[config.mk]
export PLATFORM = sky130hd
export DESIGN_NAME = dmem_arbiter
export DESIGN_NICKNAME = d
export VERILOG_FILES = /design/src/rtl/dmem_arb_pkg.sv /design/src/rtl/rr_pick2.sv /design/src/rtl/dmem_arbiter.sv
export SDC_FILE = /design/constraint.sdc
export NUM_CORES = 1
export LEC_CHECK = 0
export CELL_PAD_IN_SITES_DETAIL_PLACEMENT = 1
export CELL_PAD_IN_SITES_GLOBAL_PLACEMENT = 1
export CORE_MARGIN = 2
export CORE_UTILIZATION = 19
export CTS_CLUSTER_SIZE = 16
export DETAILED_ROUTE_END_ITERATION = 10
export HOLD_SLACK_MARGIN = 0.12
export PLACE_DENSITY_LB_ADDON = 0.1
export SLEW_MARGIN = 30
export SYNTH_ARGS = -nofsm -noshare
export SYNTH_HDL_FRONTEND = slang
export SYNTH_SLANG_ARGS = --single-unit
[constraint.sdc]
create_clock -name clk -period 3.77 [get_ports clk]
set_clock_uncertainty 0.05 [all_clocks]
set_input_delay 0.5655 -clock clk [delete_from_list [all_inputs] [get_ports clk]]
set_output_delay 0.5655 -clock clk [all_outputs]
set_load 0.02 [all_outputs]
[src/rtl/dmem_arb_pkg.sv]
// Shared types and constants for the data-memory arbiter.
package dmem_arb_pkg;

    // Requester identity, also used as the read-return tag.
    typedef enum logic {
        REQ_CPU = 1'b0,
        REQ_DMA = 1'b1
    } req_tag_e;

    // Start of the I/O window; addresses at or above it never reach dmem.
    localparam logic [31:0] IOBASE_DEFAULT = 32'hFFFFF000;

    // Width of the dmem word index once the byte-offset bits are dropped.
    function automatic int word_idx_bits(input int mem_addr_bits, input int word_bits);
        return mem_addr_bits - word_bits;
    endfunction

endpackage

[src/rtl/rr_pick2.sv]
// Two-way round-robin picker: on a tie the requester not granted last wins.
module rr_pick2
    import dmem_arb_pkg::*;
(
    input  logic [1:0] req,
    input  req_tag_e   last,
    output logic [1:0] gnt
);

    // One-hot grant from the request pair and the last-grant pointer.
    always_comb begin
        gnt = 2'b00;
        case (req)
            2'b01:   gnt = 2'b01;
            2'b10:   gnt = 2'b10;
            2'b11:   gnt = (last == REQ_CPU) ? 2'b10 : 2'b01;
            default: gnt = 2'b00;
        endcase
    end

endmodule

[src/rtl/dmem_arbiter.sv]
// Shares the single-port dmem between the CPU MEM stage (p0) and a
// DMA/debug loader (p1). Default arbitration is round-robin; defining
// DMEM_ARB_CPU_PRIORITY_EN switches to CPU priority with p1 aging.
module dmem_arbiter
    import dmem_arb_pkg::*;
#(
    parameter int              DBITS       = 32,
    parameter int              ABITS       = 32,
    parameter int              MEMADDRBITS = 16,
    parameter int              WORDBITS    = 2,
    parameter logic [ABITS-1:0] IOBASE     = ABITS'(IOBASE_DEFAULT),
    parameter int              MAXWAIT     = 4,
    localparam int             WIDX        = word_idx_bits(MEMADDRBITS, WORDBITS)
) (
    input  logic             clk,
    input  logic             reset,
    input  logic             p0_req,
    input  logic             p0_we,
    input  logic [ABITS-1:0] p0_addr,
    input  logic [DBITS-1:0] p0_wdata,
    output logic             p0_gnt,
    output logic             p0_rvalid,
    output logic [DBITS-1:0] p0_rdata,
    input  logic             p1_req,
    input  logic             p1_we,
    input  logic [ABITS-1:0] p1_addr,
    input  logic [DBITS-1:0] p1_wdata,
    output logic             p1_gnt,
    output logic             p1_rvalid,
    output logic [DBITS-1:0] p1_rdata,
    output logic             mem_en,
    output logic             mem_we,
    output logic [WIDX-1:0]  mem_addr,
    output logic [DBITS-1:0] mem_wdata,
    input  logic [DBITS-1:0] mem_rdata
);

    logic [1:0]       req_s;
    logic [1:0]       rr_gnt_s;
    logic [1:0]       gnt_s;
    logic             any_gnt_s;
    req_tag_e         win_s;
    logic             we_s;
    logic [ABITS-1:0] addr_s;
    logic [DBITS-1:0] wdata_s;
    logic             io_s;
    logic [DBITS-1:0] ret_data_s;
    logic             p0_ret_s;
    logic             p1_ret_s;

    req_tag_e         last_r;
    logic             pend_r;
    logic             pend_io_r;
    req_tag_e         tag_r;
    logic [DBITS-1:0] p0_hold_r;
    logic [DBITS-1:0] p1_hold_r;

    // Requests are masked while reset is held so no grant can leak out.
    always_comb begin
        if (reset) begin
            req_s = 2'b00;
        end else begin
            req_s = {p1_req, p0_req};
        end
    end

    rr_pick2 u_pick (
        .req  (req_s),
        .last (last_r),
        .gnt  (rr_gnt_s)
    );

`ifdef DMEM_ARB_CPU_PRIORITY_EN
    localparam int WAITW = $clog2(MAXWAIT + 1);
    logic [WAITW-1:0] wait_r;

    // CPU wins contested cycles unless p1 has aged to MAXWAIT.
    always_comb begin
        if (req_s == 2'b11) begin
            if (wait_r >= WAITW'(MAXWAIT)) begin
                gnt_s = 2'b10;
            end else begin
                gnt_s = 2'b01;
            end
        end else begin
            gnt_s = rr_gnt_s;
        end
    end

    // Count cycles p1 spends requesting without being granted.
    always_ff @(posedge clk or posedge reset) begin
        if (reset) begin
            wait_r <= {WAITW{1'b0}};
        end else if (!p1_req || gnt_s[1]) begin
            wait_r <= {WAITW{1'b0}};
        end else if (wait_r < WAITW'(MAXWAIT)) begin
            wait_r <= wait_r + WAITW'(1);
        end else begin
            wait_r <= wait_r;
        end
    end
`else
    // Pure round-robin: the picker decides alone.
    always_comb begin
        gnt_s = rr_gnt_s;
    end
`endif

    // Steer the winner onto the memory port; I/O space never strobes dmem.
    always_comb begin
        any_gnt_s = |gnt_s;
        if (gnt_s[1]) begin
            win_s   = REQ_DMA;
            we_s    = p1_we;
            addr_s  = p1_addr;
            wdata_s = p1_wdata;
        end else begin
            win_s   = REQ_CPU;
            we_s    = p0_we;
            addr_s  = p0_addr;
            wdata_s = p0_wdata;
        end
        io_s   = (addr_s >= IOBASE);
        p0_gnt = gnt_s[0];
        p1_gnt = gnt_s[1];
        mem_en = any_gnt_s & ~io_s;
        mem_we = any_gnt_s & ~io_s & we_s;
        if (any_gnt_s) begin
            mem_addr  = addr_s[MEMADDRBITS-1:WORDBITS];
            mem_wdata = wdata_s;
        end else begin
            mem_addr  = {WIDX{1'b0}};
            mem_wdata = {DBITS{1'b0}};
        end
    end

    // Route returning read data to the tagged port; the other port holds.
    always_comb begin
        if (pend_io_r) begin
            ret_data_s = {DBITS{1'b0}};
        end else begin
            ret_data_s = mem_rdata;
        end
        p0_ret_s  = pend_r & (tag_r == REQ_CPU);
        p1_ret_s  = pend_r & (tag_r == REQ_DMA);
        p0_rvalid = p0_ret_s;
        p1_rvalid = p1_ret_s;
        p0_rdata  = p0_ret_s ? ret_data_s : p0_hold_r;
        p1_rdata  = p1_ret_s ? ret_data_s : p1_hold_r;
    end

    // Last-grant pointer, read-return tracking and per-port data hold.
    always_ff @(posedge clk or posedge reset) begin
        if (reset) begin
            last_r    <= REQ_DMA;
            pend_r    <= 1'b0;
            pend_io_r <= 1'b0;
            tag_r     <= REQ_CPU;
            p0_hold_r <= {DBITS{1'b0}};
            p1_hold_r <= {DBITS{1'b0}};
        end else begin
            pend_r <= any_gnt_s & ~we_s;
            if (any_gnt_s) begin
                last_r    <= win_s;
                tag_r     <= win_s;
                pend_io_r <= io_s;
            end
            if (p0_ret_s) begin
                p0_hold_r <= ret_data_s;
            end
            if (p1_ret_s) begin
                p1_hold_r <= ret_data_s;
            end
        end
    end

endmodule

==> results.toml <==
[critical_path]
reg2reg_slack_ns = 2.03
cp-end-kind = "primary output"
reg2reg_depth = 4
worstPathArrival_ns = 2.65
crit_path_max_fanout = 39
critPathLaunchType = "input pin"
worst-setup-path-type = "input pin to primary output"
critical_path_required_ns = 3.15
r2r-end = "p1_hold_r[29]"
r2r-start = "pend_r"

[synthesis]
synthCells = 365
syn_nets = 531
synth_top_area_share_pct = 51.0
synth_common_cells = "90 x nand2_1, 67 x dfrtp_1, 64 x o21ai_0, 34 x nand2b_1, 31 x a22o_1"
yosys.area.top_type = "dfrtp_1"
ys_warn_count = 0
synth_area_leaders = "dfrtp_1 51%, nand2_1 10%, o21ai_0 9.7%, a22o_1 8.3%, nand2b_1 6.5%"
synth_flop_cell = "dfrtp_1"
synth-edff-count = 0
synth_most_common_cell = "nand2_1"
ys_types = 26
syn_area_per_cell_um2 = 9.01
synth-seq-area-share_pct = 51.8
ys_ff_latch = 68
async_flop_share_pct = 100
syn_area_um2 = 3290

[sta]
setup_tns_ns = 0
post-route-min-period_ns = 3.27
rsz0062_at_grt = "no"
relSlewSlack_pct = 44.8
setup_viol = 0
tightest_slew_ns = 0.825
min_period_over_period_pct = 86.7
fmax_mhz = 306
hold_viol_final = 0
layout_setup_ws_ns = 0.503
drv_slew = 0

[min_path]
hp-class = "flip-flop to flip-flop"
min_path_cells = 2
min_to = "last_r"
hp-start = "last_r"

[detailed_routing]
vias_per_cell = 4.34
ant_nets = 0
drt-total-wl_um = 15600
drt-initial-drc-count = 99
vias = 3744
wire_per_inst_um = 18.0
dr.pass1.iters = 6
drc_errors = 0

[power_and_ir_drop]
p_leak_uw = 0.00272
ir_drop_mv = 0.265
p_per_area_nw_per_um2 = 485
power.total_uw = 3210

[floorplan]
io_pins = 282
num_rows = 48
initial_utilization_pct = 19.2
die_area_um2 = 18400
die_h_um = 136
die_w_um = 136
core_area_um2 = 17100

[global_route]
overflow = 0
grt_pass1_vias = 4154
grt_antenna_before_repair = 0
grt_start_max_net_pins = 47
track_usage_pct = 16.8
grt_pass1_wl_um = 23700

[clock_tree]
htreeDepth = 3
path_clk_slew_ns = 0.05
holdBufCountCts = 0
cts-root-buf = "clkbuf_16"
clk_latency_ns = 0.31
clock_path_buffers = 2
ctsResizeCount = 0
cts_tree = "done"
post_cts_buffers = 0
cts_buffers = 9
cts.sinks = 68

[cells_and_area]
final_layout_size_suffix_gt1_share_pct = 5.33
n_antenna_cell = 0
area_delta_synth_final_pct = 101
fin_util_pct = 38.7
fin_nets = 799
fin_area_um2 = 6620

[place]
numPortBuffers = 277
pre_cts_ws_ns = 0.474
gp_congestion = 0.851
placed_area_um2 = 6330
dp_hpwl_um = 12300

[flow_run]
max-cap-violations = 0

[run_status]
outcome = "completed"
worst max-delay path by stage:
stage / startpoint / end / slack, ns
floorplan: reset / mem_addr[6] / 0.48
global placement: reset / mem_we / 0.50
detailed placement: reset / mem_we / 0.47
CTS: p1_req / mem_wdata[28] / 0.47
global route: pend_r / p1_rdata[26] / 0.30
finish: p1_req / mem_wdata[23] / 0.50
where the power goes:
group          leakage [uW]  switching (uW)  total (uW)  internal [uW]
combinational       0.00173             719        1400            679
sequential         0.000855            64.5        1000            938
clock              0.000142             301         813            511
worst max-delay path, cell delays in order:
cell and delay [ns]:
clkdlybuf4s50_1 0.45, nand2b_1 0.16, nand3_1 0.13, inv_2 0.21, buf_12 0.24, nand2_1 0.08
a21oi_1 0.12, clkdlybuf4s50_1 0.66
state kept, by name, indices dropped and copies added (netlist names):
name	cells
tag_r	1
p0_hold_r	32
p1_hold_r	32
pend_io_r	1
pend_r	1
last_r	1
metal layers:
| metal | vias to the layer above | part of all wire, % | track usage [%] |
|---|---|---|---|
| met3 | 12 | 7.4 | 5.76 |
| li1 | 1797 | - | - |
| met2 | 125 | 51 | 29.5 |
| met1 | 1810 | 40 | 19.7 |
| met4 | 0 | 1.3 | 3.99 |
| met5 | - | 0 | 0 |
cells by family (layout without fill, tap and decap cells):
group,count (synthesis),in the layout,synth area share (%)
DFF,68,68,51.8
muxes,4,4,1.22
buffers and inverters,34,307,4.64
and+or+nand+nor,147,147,21.2
AOI/OAI and AO/OA,112,112,21.1
area by class of cell:
type | count | area, um2
fill | 1921 | 10500
timing repair buffer | 285 | 2870
sequential | 68 | 1700
multi-input combinational | 263 | 1450
tap | 225 | 282
clock buffer | 10 | 229
clock inverter | 6 | 65.1
inverter | 6 | 26.3
layout by cell type (no fill, tap or decap):
cell type,count
buf_4,5
nor4bb_2,1
and4_4,1
inv_1,4
nand3_1,1
nand2_1,88
clkinv_4,2
nor2b_1,1
nor2_1,7
a21oi_1,14
buf_12,3
clkbuf_16,9
dfrtp_2,1
nor3_1,1
clkinvlp_4,2
clkdlybuf4s50_1,277
nor4_2,1
o21ai_0,64
dfrtp_1,66
nand4_1,9
nand2_2,2
o31a_1,1
clkinv_2,2
dfstp_2,1
bufinv_16,1
a31oi_4,1
inv_2,1
a22o_1,31
o21bai_2,1
nand2b_1,34
and4_1,1
mux2i_1,4
clkbuf_1,1
per-stage QoR:
stage / hold slack [ns] / instances
floorplan: 0.388 / 365
global placement: 0.404 / 847
detailed placement: 0.414 / 847
CTS: 0.423 / 863
global route: 0.455 / 863
finish: 0.418 / 863
No activity file was read; power rests on OpenSTA's default activity.
==> RTL change: new RTL, same settings <==
`MEMADDRBITS`: 16 -> 17.
--- a/src/rtl/dmem_arbiter.sv
+++ b/src/rtl/dmem_arbiter.sv
@@ -7,5 +7,5 @@
     parameter int              DBITS       = 32,
     parameter int              ABITS       = 32,
-    parameter int              MEMADDRBITS = 16,
+    parameter int              MEMADDRBITS = 17,
     parameter int              WORDBITS    = 2,
     parameter logic [ABITS-1:0] IOBASE     = ABITS'(IOBASE_DEFAULT),
Interface: changed (resized mem_addr); port bits go from 282 to 283. No check against the original RTL was run, so the function may have changed too.
==> RTL change against the unedited design <==
- via count decreased by 1.7%
- routed wire length is 4.1% lower
- worst setup slack worse by 0.076 ns
- largest power group unchanged
- power fell by 1.6%
- design area rose by 0.11%
- clock power shrank 1%
- count of clock-buffer cells in the layout unchanged
- synthesized area is 2.0% higher
- sequential cell count stayed put
==> RTL change: results (changes against the unedited design) <==
{| class="wikitable"
! Metric !! Value
|-
| Peak per-stage delay on the critical path || 0.62 ns (-0.04 ns)
|-
| Final #Nets || 787 (-1.5%)
|-
| Transition time of the tightest slew-check pin || 0.7851 ns (-0.04011 ns)
|-
| Average vias per placed instance || 4.329 (-0.21%)
|-
| Post-detailed-placement cell area || 0.006344 mm² (+0.24%)
|-
| Synthesized area divided by synthesized cell count || 9.526 µm² (+5.7%)
|-
| Setup slack at placement || 0.4095 ns (-0.06453 ns)
|-
| Net count after synthesis || 518 (-2.4%)
|-
| Count of unique library cells instantiated by Yosys || 27 (+3.8%)
|-
| Terminating pin of the worst hold path || p1_hold_r[6]
|-
| First-pass GRT wire length || 22130 µm (-6.5%)
|-
| CTS buffer count || 9 (unchanged)
|-
| Overall fraction of global-route tracks in use || 15.86% (-0.93 points)
|-
| Setup slack of the most critical reg-to-reg path || 2.11 ns (+0.08 ns)
|-
| Number of global-route vias before repair || 3988 (-4.0%)
|-
| Most frequent cells after synthesis || 67 x dfrtp_1, 66 x nand2_1, 65 x o21ai_0
|-
| Estimated wirelength of the detail-placed design || 11800 µm (-4.0%)
|-
| Leak pwr || 2.703 nW (-0.74%)
|-
| First-pass iteration count of the detailed router || 4 (-2)
|-
| R2R Path End || p1_hold_r[4]
|-
| Largest net degree at the start of global routing || 69 (+47%)
|-
| Placer's final routability congestion estimate || 0.8213 (-3.5%)
|-
| Reg-to-reg startpoint || pend_io_r
|-
| Routed length per placed instance || 17.56 µm (-2.6%)
|-
| Largest fanout on the critical path || 28 (-28%)
|-
| Cell count of the worst reg-to-reg path || 3 (-1)
|-
| Fraction of final layout cells with drive strength greater than 1 || 5.440% (+0.11 points)
|-
| Worst ir drop on vdd || 0.2230 mV (-16%)
|-
| Post-Route Hold Slack || 0.4423 ns (+0.02392 ns)
|-
| Later-pin clock latency in the skew report || 0.33 ns (+0.02 ns)
|-
| Post-synthesis sequential area ratio || 50.78% (-1.0 points)
|-
| Aggregate routed wire length || 14930 µm (-4.1%)
|-
| Initial detailed-routing violation count || 112 (+13%)
|-
| Outcome || finished, final reports clean
|-
| Data arrival time of the critical path || 2.73 ns (+0.08 ns)
|-
| Quantity of I/O buffers inserted on ports || 278 (+0.36%)
|-
| Compound-gate portion of the synthesized area || 19.78% (-1.3 points)
|-
| Final-layout fill cell count || 1962 (+2.1%)
|}
## RTL change: worst max path at each step
| stage | from | to | slack [ns] | depth (start not counted) |
|---|---|---|---|---|
| 3_5_place_dp | reset | mem_wdata[23] | 0.41 | 6 |
| 3_3_place_gp | reset | mem_wdata[23] | 0.42 | 6 |
| 4_1_cts | reset | mem_wdata[23] | 0.39 | 6 |
| 2_1_floorplan | reset | mem_we | 0.32 | 4 |
| 5_1_grt | reset | mem_addr[0] | 0.31 | 6 |
| 6_report | reset | mem_wdata[23] | 0.43 | 6 |
## RTL change: layout make-up
cell class	instances	area [µm²]	area share (%)
timing repair buffer	286	2872	43.31
sequential	68	1703	25.68
multi-input combinational	250	1465	22.10
tap	225	281.5	4.246
clock buffer	10	229.0	3.453
clock inverter	5	53.80	0.8115
inverter	6	26.28	0.3963
## RTL change: report_power, final
group / internal [W] / switching (W) / leakage [nW]
Combinational: 0.000665 / 0.000698 / 1.70
Sequential: 0.000933 / 0.0000605 / 0.857
Clock: 0.000505 / 0.000299 / 0.142
Total: 0.00210 / 0.00106 / 2.70
## RTL change: layer usage
layer / vias to the layer above / routed length, µm / GRT usage [%]
met1: 1741 / 5337 / 16.31
met3: 23 / 1325 / 6.407
li1: 1759 / - / -
met5: - / 0 / 0
met2: 157 / 7831 / 28.58
met4: 0 / 434 / 6.415
## RTL change: kinds of logic (layout without fill, tap and decap cells)
| group | Yosys count | in the layout |
|---|---|---|
| AOI/OAI and AO/OA | 103 | 103 |
| buffers and inverters | 34 | 307 |
| DFF | 68 | 68 |
| muxes | 15 | 15 |
| and+or+nand+nor | 132 | 132 |
## RTL change: tightest hold or removal path, delay by kind of cell, from the launching register on
kind / cells / cell delay (ns)
flip-flops: 1 / 0.32
AO/OA/AOI/OAI: 1 / 0.09
AND/OR/NAND/NOR: 1 / 0.04
